$ cat src/rtl/dom_and_sched.sv
// dom_and_sched: round-robin scheduler feeding one shared 2-share DOM-AND gadget.
// The gadget's randomness comes from a 16-bit Fibonacci LFSR that advances only on issue.
`default_nettype none

module dom_and_sched #(
  parameter int          NREQ = 4,
  parameter logic [15:0] SEED = 16'hACE1
) (
  input  logic                     clk,
  input  logic                     rst_n,
  input  logic [NREQ-1:0]          req_valid,
  output logic [NREQ-1:0]          req_ready,
  input  logic [NREQ-1:0]          req_a0,
  input  logic [NREQ-1:0]          req_a1,
  input  logic [NREQ-1:0]          req_b0,
  input  logic [NREQ-1:0]          req_b1,
  output logic                     rsp_valid,
  input  logic                     rsp_ready,
  output logic [$clog2(NREQ)-1:0]  rsp_id,
  output logic                     rsp_c0,
  output logic                     rsp_c1,
  input  logic                     seed_valid,
  input  logic [15:0]              seed
);

  localparam int                IDW    = $clog2(NREQ);
  localparam int                IDW1   = IDW + 1;
  localparam logic [IDW:0]      C_NREQ = IDW1'(NREQ);
  localparam logic [IDW-1:0]    C_LAST = IDW'(NREQ - 1);

  logic [IDW-1:0] r_ptr;
  logic [IDW-1:0] r_id;
  logic           r_valid;
  logic [15:0]    r_lfsr;
  logic           r_a0b0, r_a1b1, r_a0b1z, r_a1b0z;

  logic [IDW:0]   w_sum;
  logic [IDW-1:0] w_idx;
  logic [IDW-1:0] w_win;
  logic           w_any;
  logic           w_slot_free;
  logic           w_issue;
  logic           w_a0, w_a1, w_b0, w_b1, w_z;
  logic [15:0]    w_lfsr_next;

  // Round-robin search starting at r_ptr; first requesting index wins.
  always_comb begin
    w_sum = '0;
    w_idx = '0;
    w_win = '0;
    w_any = 1'b0;
    for (int k = 0; k < NREQ; k++) begin
      w_sum = {1'b0, r_ptr} + IDW1'(k);
      w_idx = (w_sum >= C_NREQ) ? IDW'(w_sum - C_NREQ) : IDW'(w_sum);
      if (!w_any && req_valid[w_idx]) begin
        w_any = 1'b1;
        w_win = w_idx;
      end
    end
  end

  assign w_slot_free = !r_valid || rsp_ready;
  assign w_issue     = w_slot_free && w_any;

  // Grant is gated by rst_n so req_ready reads 0 for the whole reset window.
  always_comb begin
    req_ready = '0;
    if (rst_n && w_issue) req_ready[w_win] = 1'b1;
  end

  assign w_a0        = req_a0[w_win];
  assign w_a1        = req_a1[w_win];
  assign w_b0        = req_b0[w_win];
  assign w_b1        = req_b1[w_win];
  assign w_z         = r_lfsr[0];
  assign w_lfsr_next = {r_lfsr[14:0], r_lfsr[15] ^ r_lfsr[13] ^ r_lfsr[12] ^ r_lfsr[10]};

  always_ff @(posedge clk or negedge rst_n) begin
    if (!rst_n) begin
      r_ptr   <= '0;
      r_id    <= '0;
      r_valid <= 1'b0;
      r_lfsr  <= SEED;
      r_a0b0  <= 1'b0;
      r_a1b1  <= 1'b0;
      r_a0b1z <= 1'b0;
      r_a1b0z <= 1'b0;
    end else begin
      if (w_issue) begin
        r_ptr   <= (w_win == C_LAST) ? '0 : w_win + 1'b1;
        r_id    <= w_win;
        r_valid <= 1'b1;
        r_a0b0  <= w_a0 & w_b0;
        r_a1b1  <= w_a1 & w_b1;
        r_a0b1z <= (w_a0 & w_b1) ^ w_z;
        r_a1b0z <= (w_a1 & w_b0) ^ w_z;
      end else if (rsp_ready) begin
        r_valid <= 1'b0;
      end
      // A nonzero reseed wins over the issue-driven advance.
      if (seed_valid && (seed != 16'h0000)) begin
        r_lfsr <= seed;
      end else if (w_issue) begin
        r_lfsr <= w_lfsr_next;
      end
    end
  end

  assign rsp_valid = r_valid;
  assign rsp_id    = r_id;
  assign rsp_c0    = r_a1b1 ^ r_a1b0z;
  assign rsp_c1    = r_a0b0 ^ r_a0b1z;

endmodule

`default_nettype wire

$ cat config.mk
export PLATFORM = sky130hd
export DESIGN_NAME = dom_and_sched
export DESIGN_NICKNAME = d
export VERILOG_FILES = /design/src/rtl/dom_and_sched.sv
export SDC_FILE = /design/constraint.sdc
export NUM_CORES = 1
export LEC_CHECK = 0
export CORE_MARGIN = 1
export CORE_UTILIZATION = 25
export DETAILED_ROUTE_END_ITERATION = 12
export GPL_TIMING_DRIVEN = 0
export PLACE_DENSITY_LB_ADDON = 0.05
export SLEW_MARGIN = 20
export SYNTH_ARGS = -nofsm -noshare
export SYNTH_HDL_FRONTEND = slang
export SYNTH_SLANG_ARGS = --single-unit
export TNS_END_PERCENT = 1
$ cat constraint.sdc
create_clock -name clk -period 2.4 [get_ports clk]
set_clock_uncertainty 0.2 [all_clocks]
set_input_delay 0.36 -clock clk [delete_from_list [all_inputs] [get_ports clk]]
set_output_delay 0.36 -clock clk [all_outputs]
set_load 0.01 [all_outputs]
# --- Word-level counts from Yosys, hierarchy flattened ---
# Cells that the tools add are included.
op_classes:
  addsub: 8
  n_reduce_logical: 15
  bitwise: 11
  n_shift: 0
  muxes: 36
  n_eq_ne: 1
  multipliers: 0
  div_mod_pow: 0
  order_cmp: 10
op_table:
  columns: ["op", "count"]
  rows:
  - ["$mux W16", 2]
  - ["$mux W2", 9]
  - ["$bmux W1 S2", 8]
  - ["$reduce_bool A16 Y1", 1]
  - ["$lt A2 B3 Y1 const B", 5]
  - ["$mux W1", 15]
  - ["$ge A3 B3 Y1 const B", 3]
  - ["$sub A2 B1 Y2 const B", 4]
  - ["$logic_and A1 B1 Y1", 7]
  - ["$xor A1 B1 Y1", 7]
  - ["$add A2 B2 Y3 const B", 2]
  - ["$and A1 B1 Y1", 4]
  - ["$logic_not A1 Y1", 4]
  - ["$mux W4", 1]
  - ["$reduce_bool A2 Y1", 2]
  - ["$add A2 B1 Y3 const B", 1]
  - ["$ge A2 B3 Y1 const B", 1]
  - ["$add A2 B1 Y2 const B", 1]
  - ["$demux W1 S2", 1]
  - ["$eq A2 B2 Y1 const B", 1]
  - ["$ge A2 B1 Y1 const B", 1]
  - ["$logic_or A1 B1 Y1", 1]
word_totals:
  reg_bits: 25
  ramBits: 0
  memories: 0
  latch_bits: 0
  rom_bits: 0

# --- Depth between registers and ports, before layout ---
depth:
  word_depth: 19
  mapped_depth: 8

# --- Least setup slack after synthesis ---
# OpenSTA, ideal clock, no wires.
synth_path:
  path_kind: "register -> register"
  start: "register r_ptr[1]"
  end: "register r_a0b1z"
  t_required_ps: 2131
  synth_period_minus_slack_ps: 2170
  stages_incl_launch_ff: 9
  setup_slack_ps: 230
  setup_time_ps: 69
  t_arrival_ps: 1901
  n_path_buf: 1
  cell_sequence: "dfrtp_1 > buf_6 > nand2b_1 > a21oi_2 > nor2_8 > mux2i_1 > mux2_2 > or4_1 > nand3_1"
synth_via:
  elab_chain_cells: 18
  word_cells_on_any_way: 44
  cone_classes: "add/sub (7); order compare (4); mux (24); bitwise (2); reduce/logical (7)"
synth_rtl:
  columns: ["item", "line_no", "text"]
  rows:
  - ["from (decl)", "31", "logic [IDW-1:0] r_ptr;"]
  - ["from (signal assigned)", "90", "r_ptr <= (w_win == C_LAST) ? '0 : w_win + 1'b1;"]
  - ["parallel branches: the longest is 13 deep, another holds $add A2 B1 Y3", null, null]
  - ["$mux W2 (*)", "55", "if (!w_any && req_valid[w_idx]) begin"]
  - ["named net w_win[0]", "39", "logic [IDW-1:0] w_win;"]
  - ["$bmux W1 S2, on equally long branches", "71, 74", null]
  - ["$mux W1, on equally long branches", "71, 74", null]
  - ["$and A1 B1 Y1 (*)", "95", "r_a0b1z <= (w_a0 & w_b1) ^ w_z;"]
  - ["$xor A1 B1 Y1 (*)", "95", null]
  - ["to (signal assigned)", "95", null]
  - ["to (decl)", "35", "logic r_a0b0, r_a1b1, r_a0b1z, r_a1b0z;"]
# Mark *: on every way through the listed nets, which the timed path passes. The select of a mux whose other input is x is not followed.
# A chain may end at the register's enable or synchronous reset.

# --- Worst setup path after layout ---
layout_path:
  start: "register r_ptr[1]"
  end: "register r_a1b0z"
layout_via:
  elab_chain_cells: 18
  word_cells_on_any_way: 44
  cone_classes: "add/sub (7); order compare (4); mux (24); bitwise (2); reduce/logical (7)"
layout_rtl:
  columns: ["item", "line_no", "text"]
  rows:
  - ["parallel branches: the longest is 13 deep, another holds $add A2 B1 Y3", null, null]
  - ["$mux W2 (*)", "55", null]
  - ["named net w_win[0]", "39", null]
  - ["$bmux W1 S2, on equally long branches", "72, 73", null]
  - ["$mux W1, on equally long branches", "72, 73", null]
  - ["$and A1 B1 Y1 (*)", "96", "r_a1b0z <= (w_a1 & w_b0) ^ w_z;"]
  - ["$xor A1 B1 Y1 (*)", "96", null]
  - ["to (signal assigned)", "96", null]
  - ["to (decl)", "35", null]
# Marked as above.

==> flow_summary.json <==
{
  "hold_path_class": "primary input to asynchronous set/reset pin",
  "cp_slowest_stage_delay_ns": 0.48,
  "leakage_nw": 0.994,
  "fmax_ghz": 0.424,
  "status": "finished, final reports clean",
  "area_growth_pct": 49.5,
  "rr_endpoint": "r_a1b0z",
  "placed_cells": 279,
  "synthCells": 160,
  "track_usage_pct": 13.4,
  "slew_headroom_pct": 43.2,
  "worst-setup-path-type": "register to register",
  "cp_cell_sequence": "buf_6 -> mux2i_4 -> o2bb2ai_4 -> nor2_8 -> buf_8 -> mux2i_1 -> mux2_2 -> or4_1 -> nand3_1",
  "clock_sinks": 25,
  "rows": 27,
  "diodes": 0,
  "grt_pass1_wl_um": 6640,
  "die_x_um": 79.7,
  "critical_path_required_ns": 2.40,
  "vias": 1346,
  "hpwl_um": 3010,
  "grt_setup_unrepaired": "yes",
  "mostFrequentLayoutCell": "clkdlybuf4s50_1",
  "dieArea_sq_um": 6350,
  "period_needed_ns": 2.36,
  "post_synth.cell_area_avg_sq_um": 9.42,
  "grt_max_degree": 18,
  "wl_um": 4140,
  "worstPathMaxFanout": 8,
  "cp-end-kind": "register",
  "via_per_inst": 4.63,
  "cp-endpoint": "r_a1b0z",
  "power.density_nw_per_um2": 714,
  "core_area_sq_um": 5680,
  "worstMarginPinSlew_ns": 0.850,
  "drive_gt1_share_pct": 19.6,
  "start_kind": "register",
  "cp_top_family": "multiplexers",
  "fin_hold_ws_ns": 0.0245,
  "rr_worst_depth": 9,
  "clkTransAtPathRegs_ns": 0.09,
  "stdcell_count": 291,
  "r2r_start": "r_ptr[1]",
  "insertion_delay_ns": 0.27,
  "maxCapViolCount": 0,
  "post-route-period-util_pct": 98.2,
  "final_cell_mix": "clkdlybuf4s50_1, nand2_1, mux2i_1, o21ai_0, dfrtp_1",
  "ys_seq_area_share_pct": 42.2,
  "cp.depth": 9,
  "finalHoldViolCount": 0,
  "ios": 49,
  "slowest_stage": "or4_1",
  "drc": 0,
  "wl_per_cell_um": 14.2,
  "cts.htree.levels": 1,
  "yosysWarnings": 0,
  "grt_pass1_vias": 1350,
  "place.gp.congestion": 0.739,
  "r2r_slack_ns": 0.04,
  "ys_ff_latch": 25,
  "ant_nets": 0,
  "clockRootBuffer": "clkbuf_8",
  "synth_nets": 204,
  "ctsLongestPathBuffers": 2,
  "cts_buffers": 3,
  "firstDrtPassIters": 2,
  "worst_ep_arrival_time_ns": 2.36,
  "finalSetupViolCount": 0,
  "fp.dieH_um": 79.7,
  "report.final.slew_viol_count": 0,
  "initial_utilization_pct": 26.6,
  "port-buffer-count": 47,
  "nets": 264,
  "syn_area_sq_um": 1510,
  "path_buf_inv": 2,
  "peakVddDrop_mv": 0.280,
  "antenna_found_initial": 0,
  "synth.distinct_cells": 28,
  "crit_start": "r_ptr[1]",
  "drt_iter0_markers": 40,
  "overflow": 0,
  "cts_tree": "yes"
}
[how the worst min path moves through the flow]
stage | start | end | cells past startpoint | slack (ns)
2_1_floorplan | rst_n | r_a0b0 | 0 | -0.14
3_3_place_gp | rsp_id[0] | rsp_id[0] | 2 | 0.26
3_5_place_dp | rst_n | rsp_id[0] | 1 | 0.22
4_1_cts | rst_n | r_lfsr[11] | 1 | 0.04
5_1_grt | rst_n | r_lfsr[11] | 1 | 0.05
6_report | rst_n | r_lfsr[11] | 1 | 0.02
[per-layer routing]
layer / routed length [um] / global-route usage, %
met2: 1930 / 23.1
met5: 0 / 0
met1: 1960 / 18.0
met3: 229 / 1.71
met4: 18 / 2.73
[Yosys cell counts]
cell,count,area (sq um)
dfstp_2,8,210
and3_1,4,25.0
clkbuf_1,5,18.8
nand3_1,2,10.0
xnor2_1,3,26.3
or4_1,2,15.0
buf_6,1,11.3
a21oi_2,1,8.76
nor2_8,1,20.0
a21oi_1,6,30.0
dfrtp_1,17,425
o31ai_1,3,22.5
nand2_1,33,124
ha_1,4,50.1
buf_1,1,3.75
nor3_1,1,5.00
nand2b_1,2,12.5
mux2_2,4,45.0
inv_1,4,15.0
a41oi_1,1,8.76
nor4_1,5,31.3
a21o_1,1,7.51
o21ai_0,18,90.1
and2_1,1,6.26
mux2i_1,23,230
nor2_1,6,22.5
xor2_1,2,17.5
o2bb2ai_2,1,15.0
[through the flow]
| stage | util (%) | power (W) | setup TNS (ns) | instance area (sq um) | setup slack (ns) |
|---|---|---|---|---|---|
| 6_report | 39.7 | 0.00161 | 0 | 2250 | 0.0424 |
| 5_1_grt | 39.7 | 0.00173 | -0.118 | 2250 | -0.0437 |
| 4_1_cts | 39.5 | 0.00160 | -0.00190 | 2240 | -0.00190 |
| 3_5_place_dp | 36.4 | 0.00124 | -11.85 | 2060 | -1.19 |
| 3_3_place_gp | 36.4 | 0.00122 | -10.92 | 2070 | -1.15 |
| 2_1_floorplan | - | 0.000974 | 0 | 1510 | 0.230 |
[area by class of cell]
class / count / area [sq um]
fillers: 602 / 3420
multi-input cells: 124 / 916
flip-flops and latches: 25 / 637
repair buffers: 55 / 513
well taps: 72 / 90.1
clock buffers: 4 / 45.0
plain buffers: 7 / 38.8
inverters: 4 / 15.0
[sequential cells by signal, summed over array words and instances, names as in the netlist]
register   cells
r_a1b0z        1
rsp_id         2
r_lfsr        16
r_a0b1z        1
rsp_valid      1
r_ptr          2
r_a0b0         1
r_a1b1         1
[worst reg2reg max path, stage by stage (launching register included)]
cell,delay (ns)
dfrtp_1,0.35
buf_6,0.13
mux2i_4,0.25
o2bb2ai_4,0.17
nor2_8,0.06
buf_8,0.14
mux2i_1,0.12
mux2_2,0.29
or4_1,0.48
nand3_1,0.10
[report_power, final]
part	leakage (nW)	switching, W	total (W)	internal [W]
Sequential	0.289	0.0000666	0.000585	0.000518
Combinational	0.682	0.000347	0.000772	0.000425
Clock	0.0228	0.000135	0.000254	0.000119
[repair_timing]
action	CTS	global route
hold endpoints to repair	17	0
gates resized for setup	33	8
endpoints found under the setup margin	19	9
pin swaps	4	2
buffers inserted	6	1
hold buffers	1	0
[logic make-up (layout without fill, tap and decap cells)]
group | Yosys count | count (layout) | synth area share, %
adders and majority gates | 4 | 4 | 3.32
muxes | 27 | 27 | 18.3
AOI/OAI and AO/OA | 31 | 31 | 12.1
xor gates and xnor gates | 5 | 5 | 2.91
buffers and inverters | 11 | 70 | 3.24
and+or+nand+nor | 57 | 57 | 18.0
DFF | 25 | 25 | 42.2
Note: power is estimated with default switching activity, not from simulation.
